$ cat config.mk
export PLATFORM = sky130hd
export DESIGN_NAME = mem_arbiter_flat
export DESIGN_NICKNAME = d
export VERILOG_FILES = /design/src/rtl/mem_arb_pkg.sv /design/src/rtl/mem_arb_if.sv /design/src/rtl/mem_arb_pick.sv /design/src/rtl/mem_arbiter.sv /design/src/flat_wrapper.sv
export SDC_FILE = /design/constraint.sdc
export NUM_CORES = 1
export LEC_CHECK = 0
export BUFFER_PORTS_ARGS = -buffer_cell sky130_fd_sc_hd__clkbuf_2
export CORE_AREA = 2 2 117 119
export DETAILED_ROUTE_END_ITERATION = 16
export DIE_AREA = 0 0 119 121
export PLACE_DENSITY = 0.79
export SYNTH_ARGS = -nofsm -noshare
export SYNTH_HDL_FRONTEND = slang
export SYNTH_SLANG_ARGS = --single-unit
export TNS_END_PERCENT = 20
$ cat constraint.sdc
create_clock -name clk -period 1.7 [get_ports clk]
set_clock_uncertainty 0.05 [all_clocks]
set_input_delay 0.34 -clock clk [delete_from_list [all_inputs] [get_ports clk]]
set_output_delay 0.34 -clock clk [all_outputs]
set_load 0.05 [all_outputs]
$ cat src/rtl/mem_arb_pkg.sv
// rtl/mem_arb_pkg.sv - shared types and constants for the memory arbiter
//
// Purpose: FSM state encoding, requester identifiers and the latency ceiling
// used by mem_arbiter and mem_arb_pick.
// Ports: none (package).
package mem_arb_pkg;

  typedef enum logic [1:0] {
    IDLE,
    ISSUE,
    WAIT,
    RESP
  } arb_state_t;

  typedef enum logic {
    REQ_CPU = 1'b0,
    REQ_EXT = 1'b1
  } req_id_t;

  // Upper bound for MEM_LAT; sizes the WAIT-phase counter.
  localparam int MAX_MEM_LAT = 4;

endpackage

$ cat src/rtl/mem_arb_if.sv
// rtl/mem_arb_if.sv - requester and memory bus bundle for the memory arbiter
//
// Purpose: groups the processor port, the external requester port and the
// single-port memory port into one interface.
// Ports (signals):
//   cpu_req/cpu_we/cpu_addr/cpu_wdata -> arbiter, cpu_rdata/cpu_ready <- arbiter
//   ext_req/ext_we/ext_addr/ext_wdata -> arbiter, ext_rdata/ext_ready <- arbiter
//   mem_en/mem_we/mem_addr/mem_wdata <- arbiter, mem_rdata -> arbiter
// Modports:
//   slave  - the arbiter's view
//   master - the surrounding system's view (requesters plus memory)
interface mem_arb_if #(
  parameter int ADDR_W = 32,
  parameter int DATA_W = 32
);

  logic              cpu_req;
  logic              cpu_we;
  logic [ADDR_W-1:0] cpu_addr;
  logic [DATA_W-1:0] cpu_wdata;
  logic [DATA_W-1:0] cpu_rdata;
  logic              cpu_ready;

  logic              ext_req;
  logic              ext_we;
  logic [ADDR_W-1:0] ext_addr;
  logic [DATA_W-1:0] ext_wdata;
  logic [DATA_W-1:0] ext_rdata;
  logic              ext_ready;

  logic              mem_en;
  logic              mem_we;
  logic [ADDR_W-1:0] mem_addr;
  logic [DATA_W-1:0] mem_wdata;
  logic [DATA_W-1:0] mem_rdata;

  modport slave (
    input  cpu_req, cpu_we, cpu_addr, cpu_wdata,
    output cpu_rdata, cpu_ready,
    input  ext_req, ext_we, ext_addr, ext_wdata,
    output ext_rdata, ext_ready,
    output mem_en, mem_we, mem_addr, mem_wdata,
    input  mem_rdata
  );

  modport master (
    output cpu_req, cpu_we, cpu_addr, cpu_wdata,
    input  cpu_rdata, cpu_ready,
    output ext_req, ext_we, ext_addr, ext_wdata,
    input  ext_rdata, ext_ready,
    input  mem_en, mem_we, mem_addr, mem_wdata,
    output mem_rdata
  );

endinterface

$ cat src/rtl/mem_arb_pick.sv
// rtl/mem_arb_pick.sv - combinational winner select for the memory arbiter
//
// Purpose: chooses which requester is granted when the arbiter is idle.
// Configuration macro: MEM_ARB_FIXED_PRIO_EN
//   defined   - CPU always wins a tie, last_grant_i is ignored
//   undefined - round-robin: on a tie the requester that is not last_grant_i wins
// Ports:
//   cpu_req_i    in  processor request
//   ext_req_i    in  external requester request
//   last_grant_i in  requester served by the previous transaction
//   valid_o      out at least one request is pending
//   grant_o      out selected requester (meaningful only while valid_o=1)
module mem_arb_pick
  import mem_arb_pkg::*;
(
  input  logic    cpu_req_i,
  input  logic    ext_req_i,
  input  req_id_t last_grant_i,
  output logic    valid_o,
  output req_id_t grant_o
);

  assign valid_o = cpu_req_i | ext_req_i;

`ifdef MEM_ARB_FIXED_PRIO_EN
  // History is irrelevant under fixed priority; keep the input tied off.
  logic unused_last_grant;
  assign unused_last_grant = last_grant_i;

  always_comb begin
    grant_o = cpu_req_i ? REQ_CPU : REQ_EXT;
  end
`else
  always_comb begin
    grant_o = REQ_CPU;
    if (cpu_req_i && ext_req_i) begin
      grant_o = (last_grant_i == REQ_CPU) ? REQ_EXT : REQ_CPU;
    end else if (ext_req_i) begin
      grant_o = REQ_EXT;
    end
  end
`endif

endmodule

$ cat src/rtl/mem_arbiter.sv
// rtl/mem_arbiter.sv - two-port arbiter sharing one single-port data memory
//
// Purpose: serialises processor and external requests onto one memory port.
// Each transaction runs IDLE -> ISSUE -> WAIT (MEM_LAT cycles) -> RESP, with a
// one-cycle ready pulse to the winner in RESP. All outputs are registered.
// Configuration macro: MEM_ARB_FIXED_PRIO_EN (handled inside mem_arb_pick).
// Parameters: ADDR_W, DATA_W, MEM_LAT (1..MAX_MEM_LAT)
// Ports:
//   clk  in  rising-edge clock
//   rst  in  synchronous reset, active low
//   bus  slave modport of mem_arb_if (cpu_*, ext_*, mem_* signals)
module mem_arbiter
  import mem_arb_pkg::*;
#(
  parameter int ADDR_W  = 32,
  parameter int DATA_W  = 32,
  parameter int MEM_LAT = 1
) (
  input  logic     clk,
  input  logic     rst,
  mem_arb_if.slave bus
);

  localparam int              CNT_W     = $clog2(MAX_MEM_LAT);
  localparam logic [CNT_W-1:0] LAST_WAIT = CNT_W'(MEM_LAT - 1);

  arb_state_t        state_q, state_d;
  req_id_t           grant_q, grant_d;
  req_id_t           last_grant_q, last_grant_d;
  logic [CNT_W-1:0]  cnt_q, cnt_d;

  // The mem_we/addr/wdata registers double as the latched request fields.
  logic              mem_en_q, mem_en_d;
  logic              mem_we_q, mem_we_d;
  logic [ADDR_W-1:0] mem_addr_q, mem_addr_d;
  logic [DATA_W-1:0] mem_wdata_q, mem_wdata_d;
  logic              cpu_ready_q, cpu_ready_d;
  logic              ext_ready_q, ext_ready_d;
  logic [DATA_W-1:0] cpu_rdata_q, cpu_rdata_d;
  logic [DATA_W-1:0] ext_rdata_q, ext_rdata_d;

  logic              pick_valid;
  req_id_t           pick_grant;

  mem_arb_pick u_pick (
    .cpu_req_i    (bus.cpu_req),
    .ext_req_i    (bus.ext_req),
    .last_grant_i (last_grant_q),
    .valid_o      (pick_valid),
    .grant_o      (pick_grant)
  );

  always_comb begin
    state_d      = state_q;
    grant_d      = grant_q;
    last_grant_d = last_grant_q;
    cnt_d        = cnt_q;
    mem_en_d     = 1'b0;
    mem_we_d     = mem_we_q;
    mem_addr_d   = mem_addr_q;
    mem_wdata_d  = mem_wdata_q;
    cpu_ready_d  = 1'b0;
    ext_ready_d  = 1'b0;
    cpu_rdata_d  = cpu_rdata_q;
    ext_rdata_d  = ext_rdata_q;

    case (state_q)
      IDLE: begin
        if (pick_valid) begin
          grant_d  = pick_grant;
          // Strobe is set here so it is registered high during ISSUE.
          mem_en_d = 1'b1;
          if (pick_grant == REQ_CPU) begin
            mem_we_d    = bus.cpu_we;
            mem_addr_d  = bus.cpu_addr;
            mem_wdata_d = bus.cpu_wdata;
          end else begin
            mem_we_d    = bus.ext_we;
            mem_addr_d  = bus.ext_addr;
            mem_wdata_d = bus.ext_wdata;
          end
          state_d = ISSUE;
        end
      end
      ISSUE: begin
        cnt_d   = '0;
        state_d = WAIT;
      end
      WAIT: begin
        if (cnt_q == LAST_WAIT) begin
          // Read data is valid now; ready is registered for RESP.
          if (!mem_we_q) begin
            if (grant_q == REQ_CPU) cpu_rdata_d = bus.mem_rdata;
            else                    ext_rdata_d = bus.mem_rdata;
          end
          cpu_ready_d = (grant_q == REQ_CPU);
          ext_ready_d = (grant_q == REQ_EXT);
          state_d     = RESP;
        end else begin
          cnt_d = cnt_q + 1'b1;
        end
      end
      RESP: begin
        last_grant_d = grant_q;
        state_d      = IDLE;
      end
      default: state_d = IDLE;
    endcase
  end

  always_ff @(posedge clk) begin
    if (!rst) begin
      state_q      <= IDLE;
      grant_q      <= REQ_CPU;
      last_grant_q <= REQ_EXT;
      cnt_q        <= '0;
      mem_en_q     <= 1'b0;
      mem_we_q     <= 1'b0;
      mem_addr_q   <= '0;
      mem_wdata_q  <= '0;
      cpu_ready_q  <= 1'b0;
      ext_ready_q  <= 1'b0;
      cpu_rdata_q  <= '0;
      ext_rdata_q  <= '0;
    end else begin
      state_q      <= state_d;
      grant_q      <= grant_d;
      last_grant_q <= last_grant_d;
      cnt_q        <= cnt_d;
      mem_en_q     <= mem_en_d;
      mem_we_q     <= mem_we_d;
      mem_addr_q   <= mem_addr_d;
      mem_wdata_q  <= mem_wdata_d;
      cpu_ready_q  <= cpu_ready_d;
      ext_ready_q  <= ext_ready_d;
      cpu_rdata_q  <= cpu_rdata_d;
      ext_rdata_q  <= ext_rdata_d;
    end
  end

  assign bus.mem_en    = mem_en_q;
  assign bus.mem_we    = mem_we_q;
  assign bus.mem_addr  = mem_addr_q;
  assign bus.mem_wdata = mem_wdata_q;
  assign bus.cpu_ready = cpu_ready_q;
  assign bus.ext_ready = ext_ready_q;
  assign bus.cpu_rdata = cpu_rdata_q;
  assign bus.ext_rdata = ext_rdata_q;

endmodule

$ cat src/flat_wrapper.sv
// flat-port wrapper written by rule: the top's interface ports become plain ports
module mem_arbiter_flat import mem_arb_pkg::*;
#(
  parameter int ADDR_W  = 32,
  parameter int DATA_W  = 32,
  parameter int MEM_LAT = 1
)
  (clk, rst, bus_cpu_req, bus_cpu_we, bus_cpu_addr, bus_cpu_wdata, bus_cpu_rdata, bus_cpu_ready, bus_ext_req, bus_ext_we, bus_ext_addr, bus_ext_wdata, bus_ext_rdata, bus_ext_ready, bus_mem_en, bus_mem_we, bus_mem_addr, bus_mem_wdata, bus_mem_rdata);
  mem_arb_if #(.ADDR_W(ADDR_W), .DATA_W(DATA_W)) bus_i ();
  input  logic clk;
  input  logic rst;
  input wire logic [$bits(bus_i.cpu_req)-1:0] bus_cpu_req;
  input wire logic [$bits(bus_i.cpu_we)-1:0] bus_cpu_we;
  input wire logic [$bits(bus_i.cpu_addr)-1:0] bus_cpu_addr;
  input wire logic [$bits(bus_i.cpu_wdata)-1:0] bus_cpu_wdata;
  output wire logic [$bits(bus_i.cpu_rdata)-1:0] bus_cpu_rdata;
  output wire logic [$bits(bus_i.cpu_ready)-1:0] bus_cpu_ready;
  input wire logic [$bits(bus_i.ext_req)-1:0] bus_ext_req;
  input wire logic [$bits(bus_i.ext_we)-1:0] bus_ext_we;
  input wire logic [$bits(bus_i.ext_addr)-1:0] bus_ext_addr;
  input wire logic [$bits(bus_i.ext_wdata)-1:0] bus_ext_wdata;
  output wire logic [$bits(bus_i.ext_rdata)-1:0] bus_ext_rdata;
  output wire logic [$bits(bus_i.ext_ready)-1:0] bus_ext_ready;
  output wire logic [$bits(bus_i.mem_en)-1:0] bus_mem_en;
  output wire logic [$bits(bus_i.mem_we)-1:0] bus_mem_we;
  output wire logic [$bits(bus_i.mem_addr)-1:0] bus_mem_addr;
  output wire logic [$bits(bus_i.mem_wdata)-1:0] bus_mem_wdata;
  input wire logic [$bits(bus_i.mem_rdata)-1:0] bus_mem_rdata;
  assign bus_i.cpu_req = bus_cpu_req;
  assign bus_i.cpu_we = bus_cpu_we;
  assign bus_i.cpu_addr = bus_cpu_addr;
  assign bus_i.cpu_wdata = bus_cpu_wdata;
  assign bus_cpu_rdata = bus_i.cpu_rdata;
  assign bus_cpu_ready = bus_i.cpu_ready;
  assign bus_i.ext_req = bus_ext_req;
  assign bus_i.ext_we = bus_ext_we;
  assign bus_i.ext_addr = bus_ext_addr;
  assign bus_i.ext_wdata = bus_ext_wdata;
  assign bus_ext_rdata = bus_i.ext_rdata;
  assign bus_ext_ready = bus_i.ext_ready;
  assign bus_mem_en = bus_i.mem_en;
  assign bus_mem_we = bus_i.mem_we;
  assign bus_mem_addr = bus_i.mem_addr;
  assign bus_mem_wdata = bus_i.mem_wdata;
  assign bus_i.mem_rdata = bus_mem_rdata;
  mem_arbiter #(.ADDR_W(ADDR_W), .DATA_W(DATA_W), .MEM_LAT(MEM_LAT)) u_core (.clk(clk), .rst(rst), .bus(bus_i));
endmodule
==> key figures <==
Synthesis
  • Post-synth top area cell: dfxtp_1
  • Post-synth EDFFs: 0
  • Seq/Total Area, Yosys: 0.504
  • Post-synthesis simple-gate area fraction: 0.198
  • Syn Area/Cell: 7.89 µm²
  • Synthesized Nets: 869
  • Largest family of logic cells by synthesized area: compound AO/OA/AOI/OAI gates
  • Synth Instances: 695
  • Share of the synthesized area in the top cell type: 0.504
  • Synth Flop Type: dfxtp_1
  • YS warnings: 0
  • Synth Area in Compound Gates: 0.207
  • Yosys reg bits: 138
  • Post-synthesis mux area share: 0.00365
  • Post-synth cell types: 31
  • Ranking of synthesized cells by area: dfxtp_1 (50%), nand2_1 (18%), a31oi_1 (7.4%)
  • Syn Std Cell Area: 5480 µm²
  • Synth Area in XOR/XNOR: 0
  • Adder-cell share of the synthesized area: 0.0183
  • Async SR Flop Fraction: 0

STA
  • Final setup fails: 0
  • Period minus WS final: 1590 ps
  • Final Slew Violations: 0
  • Worst hold margin: 105 ps
  • FMAX: 630 MHz
  • Final period utilization: 0.934
  • Fin. Hold Viols: 0
  • Relative slew slack: 0.775
  • Worst-Margin Slew: 339 ps

Min path
  • Hold Crit Class: in -> reg
  • Hold endpoint: u_core.bus.mem_addr[27]
  • Hold depth: 3
  • Hold path startpoint: bus_cpu_addr[27]

Run status
  • Status: finished, final reports clean

Place
  • # port buffers: 297
  • Post-detailed-placement half-perimeter wirelength: 12,000 µm
  • Placed cells: 1,127
  • Placer Congestion: 0.841

Clocking
  • CTS sink cnt: 138
  • Worst-Skew Late Latency: 410 ps
  • Clock slew at reported path FFs: 60 ps
  • H-tree levels: 4
  • TritonCTS buffer count: 17
  • Clock tree root driver cell: clkbuf_16
  • CTS tree: yes
  • Max Buffers Root-to-Sink: 2

Worst setup path
  • Worst EP arrival: 1880 ps
  • CP cell instances: inv_1 -> ha_2 -> o21a_4 -> buf_12 -> o21ai_0 -> a31oi_1
  • Setup crit end kind: flop
  • Max stage delay on crit path: 340 ps
  • Crit Path Class: reg -> reg
  • Reg2reg start: u_core.state_q[0]
  • R2R cell count: 6
  • Critical Path Start Type: flop
  • Reg2reg setup slack: 110 ps
  • Critical-path top delay cell: dfxtp_1
  • Req. time, crit path: 1990 ps
  • CP Max Fanout: 58
  • RR Endpoint: u_core.bus.mem_wdata[1]

Pwr
  • Pleak: 3.60 nW
  • Maximum VDD drop: 1.07 mV
  • Pwr/cell area: 1850 nW/µm²

Floorplan
  • Die Y-Extent: 121 µm
  • Core ar.: 13,100 µm²
  • Initial Util: 0.419
  • Core Rows: 42
  • DIE AREA: 14,400 µm²
  • Die Wd: 119 µm
  • I/O Pins: 298

Detailed routing
  • Via count: 5,787
  • Detailed Route Iter0 Violations: 352
  • DRT antenna net count: 0
  • # DRC: 0
  • WL per Instance: 14.2 µm
  • DRT Wirelength: 16,500 µm
  • First-pass iteration count of the detailed router: 6
  • DR vias/cell: 4.98

Cells and area
  • Final #Nets: 1,147
  • Reg area: 2760 µm²
  • Final Non-Filler Cells: 1,162
  • Share of layout cells above drive strength 1: 0.360
  • Fill count: 1,189
  • Syn-to-layout area delta: 41.4%
  • Multi-input logic area: 2360 µm²
  • Ant diodes: 0

Job
  • Max-cap violations: 0

GRT
  • Pin count of the biggest net entering global routing: 59
  • First-pass GRT wire length: 26,000 µm
  • GRT overflow: 0
  • Initial antenna violation count: 0
  • Total global-route track usage: 0.227
  • Vias in the first global route: 5,398
repair_timing:
item | 4_1_cts | 5_1_grt
endpoints found under the setup margin | 0 | 29
gates resized for setup | 0 | 1
hold buffers | 0 | 0
setup buffers | 0 | 3
sequential cells by signal, indices dropped and copies added, names as in the netlist:
register	cells
u_core.grant_q	1
u_core.bus.ext_ready	1
u_core.bus.mem_wdata	32
u_core.bus.ext_rdata	32
u_core.cnt_q	2
u_core.state_q	2
u_core.last_grant_q	1
u_core.bus.cpu_rdata	32
u_core.bus.cpu_ready	1
u_core.bus.mem_addr	32
u_core.bus.mem_we	1
u_core.bus.mem_en	1
through the flow:
stage / util / instance area [µm²] / power [mW] / setup WS [ps] / TNS [ps]
after detailed placement: 0.543 / 7110 / 10.5 / 38.5 / 0
after CTS: 0.591 / 7730 / 14.4 / 44.3 / 0
final: 0.593 / 7750 / 14.4 / 112 / 0
after floorplan: - / 5480 / 8.96 / 198 / 0
after global placement: 0.543 / 7110 / 10.4 / 183 / 0
after global routing: 0.593 / 7750 / 15.1 / -3.26 / -3.26
cell usage in the layout, fill, tap and decap left out, types with 3 or more instances in the layout:
master      Yosys  layout
nand3_1         3       3
o21ai_1         9       9
nand2_1       261     261
clkinvlp_4      0       3
buf_12          0      10
o21ai_0        56      56
clkbuf_2        0     297
a31oi_1        65      65
ha_1            8       7
buf_4           7      10
clkinv_2        0       4
inv_1           7       6
nor2_1          3       3
bufinv_16       0       4
a21oi_1        67      67
clkbuf_16       0      17
dfxtp_1       138     138
kinds of logic after synthesis:
kind of cell | after synthesis
and+or+nand+nor | 277
AOI/OAI and AO/OA | 205
DFF | 138
buffers and inverters | 65
adders and majority gates | 8
muxes | 2
final cells by class:
class                      count  area share
sequential                   138       0.356
multi-input combinational    492       0.304
inverter                       7     0.00339
clock inverter                15      0.0255
tap                          176      0.0284
timing repair buffer         317       0.227
clock buffer                  17      0.0549
metal layers:
layer  track usage  share of wire
met5             0              0
met4         0.112          0.031
met3        0.0630          0.084
met2         0.387           0.49
met1         0.264           0.40
where the power goes:
| group | switching [mW] | internal, mW |
|---|---|---|
| clock | 1.41 | 2.45 |
| sequential | 0.431 | 4.04 |
| combinational | 4.48 | 1.56 |
| total | 6.32 | 8.06 |
how the worst max path moves through the flow:
stage | cells after the start | from | endpoint
floorplan | 4 | u_core.bus.mem_we | u_core.bus.ext_rdata[0]
detailed placement | 6 | u_core.state_q[0] | u_core.bus.mem_wdata[1]
global placement | 6 | u_core.state_q[0] | u_core.bus.mem_addr[13]
CTS | 6 | u_core.state_q[0] | u_core.bus.mem_wdata[1]
finish | 6 | u_core.state_q[0] | u_core.bus.mem_wdata[1]
global route | 6 | u_core.state_q[0] | u_core.bus.mem_addr[7]
cell usage after synthesis, types with 2 or more instances:
library cell	count
a31oi_1	65
dfxtp_1	138
a21oi_1	67
o211ai_1	2
buf_4	7
ha_1	8
nor2_1	3
nand2b_1	2
clkbuf_1	20
mux2i_1	2
nor2b_1	2
buf_2	19
o21ai_0	56
inv_1	7
nand2_1	261
buf_6	11
nand3_1	3
o21ai_1	9
worst max-delay path: cells and delay by family, from the launching register on:
family	cells	cell delay [ps]
AOI/OAI and AO/OA	3	510
adders and majority gates	1	220
buffers and inverters	2	380
DFF	1	340
Power figures use the tool's default switching activity.
